$ cat src/rtl/regfile_sb.sv
// regfile_sb: two-read / one-write register file with a per-register
// pending (busy) scoreboard. After reset the storage is swept to zero one
// register per clock. Writes and reservations are accepted only once that
// sweep is complete and ready is high.
module regfile_sb #(
  parameter int WIDTH    = 16,
  parameter int REGBITS  = 4,
  parameter bit ZERO_REG = 1'b1
) (
  input  logic               clk,
  input  logic               reset,
  input  logic               regwrite,
  input  logic [REGBITS-1:0] wa,
  input  logic [WIDTH-1:0]   wd,
  input  logic [REGBITS-1:0] ra1,
  input  logic [REGBITS-1:0] ra2,
  input  logic               reserve,
  input  logic [REGBITS-1:0] rsv_addr,
  output logic [WIDTH-1:0]   rd1,
  output logic [WIDTH-1:0]   rd2,
  output logic               busy1,
  output logic               busy2,
  output logic               ready
);

  localparam int DEPTH = 1 << REGBITS;

  typedef enum logic {CLEAR = 1'b0, READY = 1'b1} state_t;

  state_t             state_reg;
  logic [REGBITS-1:0] count_reg;
  logic [WIDTH-1:0]   mem [DEPTH];
  logic [DEPTH-1:0]   busy_vec;

  // A user write is accepted only in READY and never into a hardwired zero register.
  logic wr_zero;
  logic user_we;
  assign wr_zero = ZERO_REG && (wa == '0);
  assign user_we = (state_reg == READY) && regwrite && !wr_zero;

  // The single storage write port is shared by the clear sweep and user writes.
  logic               mem_we;
  logic [REGBITS-1:0] mem_wa;
  logic [WIDTH-1:0]   mem_wd;

  // Select the storage write source: sweep in CLEAR, user port in READY.
  always_comb begin
    mem_we = 1'b0;
    mem_wa = wa;
    mem_wd = wd;
    if (!reset) begin
      if (state_reg == CLEAR) begin
        mem_we = 1'b1;
        mem_wa = count_reg;
        mem_wd = '0;
      end else if (user_we) begin
        mem_we = 1'b1;
      end
    end
  end

  // Storage array; it has no reset because the sweep initialises it.
  always_ff @(posedge clk) begin
    if (mem_we) begin
      mem[mem_wa] <= mem_wd;
    end
  end

  // Sweep controller: CLEAR walks every address once, then it parks in READY.
  always_ff @(posedge clk) begin
    if (reset) begin
      state_reg <= CLEAR;
      count_reg <= '0;
    end else if (state_reg == CLEAR) begin
      count_reg <= count_reg + REGBITS'(1);
      if (count_reg == REGBITS'(DEPTH - 1)) begin
        state_reg <= READY;
      end
    end
  end

  assign ready = (state_reg == READY);

  // Two identical synchronous read ports, each with write-first bypass.
  logic [REGBITS-1:0] ra_arr [2];
  assign ra_arr[0] = ra1;
  assign ra_arr[1] = ra2;

  genvar gi;
  generate
    for (gi = 0; gi < 2; gi++) begin : g_rd
      logic [WIDTH-1:0] rd_next;
      logic [WIDTH-1:0] rd_reg;

      // Zero-register and CLEAR forcing take precedence over the bypass path.
      always_comb begin
        rd_next = mem[ra_arr[gi]];
        if (user_we && (wa == ra_arr[gi])) begin
          rd_next = wd;
        end
        if (ZERO_REG && (ra_arr[gi] == '0)) begin
          rd_next = '0;
        end
        if (state_reg == CLEAR) begin
          rd_next = '0;
        end
      end

      // Registered read data, cleared by reset.
      always_ff @(posedge clk) begin
        if (reset) begin
          rd_reg <= '0;
        end else begin
          rd_reg <= rd_next;
        end
      end
    end
  endgenerate

  assign rd1 = g_rd[0].rd_reg;
  assign rd2 = g_rd[1].rd_reg;

  // One pending bit per register; a reservation beats a same-edge write.
  generate
    for (gi = 0; gi < DEPTH; gi++) begin : g_busy
      localparam bit NEVER_SET = ZERO_REG && (gi == 0);
      logic busy_reg;
      logic set_b;
      logic clr_b;

      assign set_b = (state_reg == READY) && reserve &&
                     (rsv_addr == REGBITS'(gi)) && !NEVER_SET;
      assign clr_b = (state_reg == READY) && regwrite && (wa == REGBITS'(gi));

      // Busy bits stay clear through reset and the whole sweep.
      always_ff @(posedge clk) begin
        if (reset || (state_reg == CLEAR)) begin
          busy_reg <= 1'b0;
        end else if (set_b) begin
          busy_reg <= 1'b1;
        end else if (clr_b) begin
          busy_reg <= 1'b0;
        end
      end

      assign busy_vec[gi] = busy_reg;
    end
  endgenerate

  assign busy1 = busy_vec[ra1];
  assign busy2 = busy_vec[ra2];

endmodule

$ cat config.mk
export PLATFORM = sky130hd
export DESIGN_NAME = regfile_sb
export DESIGN_NICKNAME = d
export VERILOG_FILES = /design/src/rtl/regfile_sb.sv
export SDC_FILE = /design/constraint.sdc
export NUM_CORES = 1
export LEC_CHECK = 0
export ABC_AREA = 1
export CORE_MARGIN = 3
export CORE_UTILIZATION = 45
export DETAILED_ROUTE_END_ITERATION = 10
export DONT_BUFFER_PORTS = 1
export GPL_TIMING_DRIVEN = 0
export SLEW_MARGIN = 0
export SYNTH_ARGS = -nofsm -noshare
export SYNTH_HDL_FRONTEND = slang
export SYNTH_SLANG_ARGS = --single-unit
$ cat constraint.sdc
create_clock -name clk -period 2.53 [get_ports clk]
set_clock_uncertainty 0.1 [all_clocks]
set_input_delay 0.506 -clock clk [delete_from_list [all_inputs] [get_ports clk]]
set_output_delay 0.506 -clock clk [all_outputs]
set_load 0.1 [all_outputs]
==> results_dict.tcl <==
set metrics [dict create \
    status "finished with violations" \
    violations "setup timing" \
    dp_cells 2536 \
    grt_pass1_vias 14400 \
    setup_ws_ns -0.0988 \
    vias_per_cell 5.86 \
    ys_warn_count 0 \
    p_per_area_nw_per_um2 669 \
    drive_above_1_share_pct 8.81 \
    clock-root-buffer "clkbuf_16" \
    path_cells "clkinvlp_4, nor2_4, buf_2, nand2_1, nand3_4" \
    slowest_delay_ns 0.40 \
    synth_area_leader_cell "edfxtp_1" \
    slew_headroom_pct 27.7 \
    ioPinCount 71 \
    design_area_um2 19000 \
    synth_area_um2 16300 \
    place_ws_ns -1.10 \
    layout_commonest_cell "nand2_1" \
    yosysUniqueCellTypes 27 \
    grtUsageMet2_pct 49.2 \
    cts_max_path_buffers 3 \
    largest_register_ffs 256 \
    area_delta_synth_final_pct 16.9 \
    worstSetupStartpointType "input port" \
    synth_top_area_share_pct 47.2 \
    die_y_um 196 \
    synth_seq_cells 308 \
    finalHoldViolCount 0 \
    slew_viol_final 0 \
    cts_buffers 36 \
    ys_top_cells_by_area "edfxtp_1 47%, nand2_1 16%, nand3_1 8.5%" \
    tightestPinTransition_ns 1.08 \
    fillCellCount 3319 \
    setup_viol 1 \
    gp_congestion 0.992 \
    wire_per_inst_um 25.1 \
    min_period_ns 2.63 \
    portBuffers 0 \
    dieArea_um2 38500 \
    syn-num-nets 2101 \
    grt_max_degree 17 \
    cap_violations 0 \
    p_leak_nw 8.09 \
    clkLatencyLatePin_ns 0.56 \
    stdcell_count 2628 \
    ant_nets 0 \
    synth_cells 2064 \
    wl_mm 65.9 \
    fin_nets 2176 \
    cts_tree "done" \
    grt_antenna_before_repair 1 \
    layout_common_cells "698 x nand2_1, 278 x inv_1, 271 x nand3_1, 256 x edfxtp_1, 117 x nor2_1" \
    grt.met1_usage_pct 47.7 \
    top_register "mem" \
    setup_tns_ns -0.0988 \
    busiest_layer "met2" \
    syn_area_per_cell_um2 7.89 \
    die_width_um 196 \
    cp.required_ns 1.92 \
    placementRows 69 \
    critPathMaxFanout 10 \
    place_area_um2 17100 \
    arrival_ns 2.02 \
    endpoint_kind "output pin" \
    dr.pass1.iters 5 \
    start_util_pct 45.7 \
    first_iter_violations 2075 \
    grt_pass1_wl_mm 94.6 \
    rsz0062_at_grt "yes" \
    htreeDepth 2 \
    antenna_cells 0 \
    clock-sinks 308 \
    fin_crit_sh_pct 104 \
    vias 15400 \
    critPathKind "input port to output pin" \
    core_area_um2 35700 \
    drc 0 \
    ir_drop_uv 388 \
    ys_seq_area_share_pct 53.6 \
    grtUsageTotal_pct 33.7 \
    grt_overflow_total 0 \
    met3_usage_pct 9.29 \
    hpwl_mm 45.3 \
    crit_slowest_cell "buf_2" \
    hp-class "input port to register" \
    fmax_mhz 380 \
    cts.clk_slew.worst_paths_ns 0.06 \
]
final timing paths:
path | end | depth (start not counted) | slack (ns) | from
worst max-delay path | busy2 | 5 | -0.1 | ra2[2]
worst min-delay path | g_busy[3].busy_reg | 3 | 0.06 | rsv_addr[2]
worst max register to register | rd1[15] | 10 | 0.09 | ready
worst min register to register | g_busy[3].busy_reg | 2 | 0.37 | g_busy[3].busy_reg
where the power goes:
part           internal, W  leakage (nW)  switching [W]  total, W
logic             0.000425          4.71        0.00127   0.00170
registers          0.00559          2.77      0.0000260   0.00562
clock network      0.00316         0.600        0.00225   0.00540
metal layers:
layer  routed length (um)  up-vias
met5                   66        -
met4                 2680        4
met3                 8430      176
met2                27600     1049
met1                27200     7312
li1                     -     6872
worst max-delay path, delay by kind of cell:
family                 cells  cell delay, ns
and+or+nand+nor            3            0.82
buffers and inverters      2            0.68
synth_stat cells (all sizes together):
| cell type | number |
|---|---|
| nand4 | 34 |
| clkbuf | 74 |
| o41ai | 1 |
| a21oi | 58 |
| nand3 | 277 |
| ha | 1 |
| dfxtp | 52 |
| nor4 | 1 |
| buf | 43 |
| a31oi | 2 |
| o22ai | 2 |
| o211ai | 68 |
| nor3 | 6 |
| inv | 288 |
| edfxtp | 256 |
| nor2 | 144 |
| clkinv | 2 |
| o31ai | 2 |
| nand2 | 707 |
| o21ai | 46 |
cell families (layout without fill, tap and decap cells):
group                      count (synthesis)  count (layout)  synth area share, %
buffers and inverters                    407             510                 9.60
and+or+nand+nor                         1169            1169                 30.1
adders and majority gates                  1               1               0.0768
DFF                                      308             308                 53.6
AOI/OAI and AO/OA                        179             179                 6.63
metrics by stage:
stage	hold slack [ns]	power, W	utilization [%]
6_report	0.0601	0.0127	53.4
5_1_grt	0.0771	0.0130	53.4
4_1_cts	0.0371	0.0127	52.8
3_5_place_dp	0.359	0.00725	48.0
3_3_place_gp	0.355	0.00721	47.4
2_1_floorplan	0.339	0.00662	-
timing repair:
item,CTS,global route
endpoints found under the hold margin,4,0
gates resized for setup,72,50
pin swaps,18,9
hold buffers,1,0
cloned,0,0
endpoints found under the setup margin,439,194
buffers inserted,14,11
layout make-up:
class | instances | area (um2) | share of cell area [%]
sequential | 308 | 8730 | 45.9
tap | 461 | 577 | 3.03
buffer | 117 | 601 | 3.16
inverter | 290 | 1120 | 5.87
clock inverter | 19 | 173 | 0.908
timing repair buffer | 37 | 551 | 2.89
multi-input combinational | 1349 | 6230 | 32.7
clock buffer | 47 | 1050 | 5.50
Note: power is estimated with default switching activity, not from simulation.
==> edit, RTL diff (same flow settings) <==
Set the parameter `REGBITS` to 5 (it was 4).
--- a/src/rtl/regfile_sb.sv
+++ b/src/rtl/regfile_sb.sv
@@ -6,3 +6,3 @@
   parameter int WIDTH    = 16,
-  parameter int REGBITS  = 4,
+  parameter int REGBITS  = 5,
   parameter bit ZERO_REG = 1'b1
Interface: changed (resized ra1, ra2, rsv_addr and wa); port bits go from 71 to 75. The function was not compared with the original's and may differ.
==> edit against the original RTL <==
- the flow still finishes with violations (negative setup slack)
- final area is 89% higher
- highest routed layer unchanged
- area after synthesis is 88% higher
- combinational power up 98%
- critical path type unchanged
- worst setup slack lost 0.073 ns
- sequential cell count increased by 273
- largest power group unchanged
- power is 83% higher
- wire length up 130%
- largest cell class unchanged
==> edit: results (changes against the original RTL) <==
| Metric | Value |
|---|---|
| Inst Count DP | 4818 (was 2536) |
| Multi-In Gates | 2758 (was 1349) |
| Clock buffers | 93 (was 47) |
| Run status | finished with violations (unchanged) |
| TritonCTS Buffers | 68 (was 36) |
| Library cells used by synthesis | 28 (was 27) |
| Inverters | 349 (was 290) |
| Fin Hold WS | 0.0965 ns (was 0.0601 ns) |
| Final setup vio count | 11 (was 1) |
| Pwr/cell area | 645 nW/um^2 (was 669 nW/um^2) |
| Buffers outside the clock class | 321 (was 154) |
| H-tree depth | 3 (was 2) |
| Buffer share of cell area | 0.0748 (was 0.0605) |
| Net Switching | 6770 uW (was 3550 uW) |
| Vias per cell | 6.00 (was 5.86) |
| Violated checks | negative setup slack (unchanged) |
| Kind of cell adding the most delay to the critical path | buffers and inverters (was simple AND/OR/NAND/NOR gates) |
| Setup ws final | -0.172 ns (was -0.0988 ns) |
| Largest net degree at the start of global routing | 33 (was 17) |
| All-Layer GR Usage | 0.412 (was 0.337) |
| ANT cells | 1 (was 0) |
| Worst hold start | wa[4] (was rsv_addr[2]) |
| Pre-CTS setup slack | -1.34 ns (was -1.10 ns) |
| DRT Pass-1 Iters | 8 (was 5) |
| Worst R2R Path Depth | 6 (was 10) |
| Static Leak | 0.0151 uW (was 0.00809 uW) |
| Post-synth EDFFs | 512 (was 256) |
| Synth cell count leaders | nand2_1, edfxtp_1, nand3_1, inv_1, nor2_1 (was nand2_1, inv_1, nand3_1, edfxtp_1, nor2_1) |
| VDD IR-drop max | 0.428 mV (was 0.388 mV) |
| Die ar. | 71200 um^2 (was 38500 um^2) |
| Yosys reg bits | 581 (was 308) |
| Area contributors post-synth | edfxtp_1, nand2_1, nand3_1, dfxtp_1, inv_1 (was edfxtp_1, nand2_1, nand3_1, inv_1, dfxtp_1) |
| Slowest stage delay, CP | 0.42 ns (was 0.40 ns) |
| Reg area | 16800 um^2 (was 8730 um^2) |
| Comb pwr share | 0.145 (was 0.134) |
| Placed Instance Area | 32400 um^2 (was 17100 um^2) |
| Initial DRC count | 5089 (was 2075) |
| Filler cells | 6362 (was 3319) |
| Worst Hold End | g_busy[15].busy_reg (was g_busy[3].busy_reg) |
| Slew margin rel. | 0.139 (was 0.277) |
| Arrival time at the worst endpoint | 2.10 ns (was 2.02 ns) |
| Setup crit start | ra2[1] (was ra2[2]) |
| Max reg flops | 512 (was 256) |
| Hold path cells | 4 (was 3) |
| Share of cells above drive strength 1 | 0.107 (was 0.0881) |
| Register area share after synthesis | 0.547 (was 0.536) |
| Syn Area/Cell | 7.83 um^2 (was 7.89 um^2) |
| FF-to-FF End | mem[5][6] (was rd1[15]) |
| Syn Nets | 3956 (was 2101) |
| WL final | 149000 um (was 65900 um) |
| Clock power share | 0.402 (was 0.425) |
| Initial antenna violation count | 7 (was 1) |
| Setup TNS | -0.526 ns (was -0.0988 ns) |
| Sequential share of cell area | 0.465 (was 0.459) |
| Post-DP HPWL | 104000 um (was 45300 um) |
-- edit: changes by cell type after synthesis, moves of 53 or more --
cell / delta
o21ai_0: +79
nand3_1: +227
nor2_1: +86
buf_2: +63
edfxtp_1: +256
nand2_1: +1001
a21oi_1: +61
inv_1: +53
-- edit: cell families after synthesis --
family / share of synthesized area
AOI/OAI and AO/OA: 0.0455
adders and majority gates: 0.000817
buffers and inverters: 0.0744
DFF: 0.547
and+or+nand+nor: 0.332
-- edit: worst min-delay path, stage by stage --
cell and delay [ns]:
nor2_1 0.05, nand2_1 0.07, nand2_1 0.05, a21oi_1 0.11
-- edit: what timing repair did --
action,CTS,global route
cloned,5,0
resized for setup,228,101
hold buffers,4,0
pin swaps,21,20
hold endpoints to repair,5,0
buffers inserted,35,23
setup endpoints to repair,882,642
-- edit: per-layer routing --
metal,wire (um),up-vias,GRT usage
li1,-,13016,-
met1,53900,14004,0.529
met2,59700,2427,0.585
met3,22500,590,0.146
met4,12700,9,0.279
met5,97,-,0
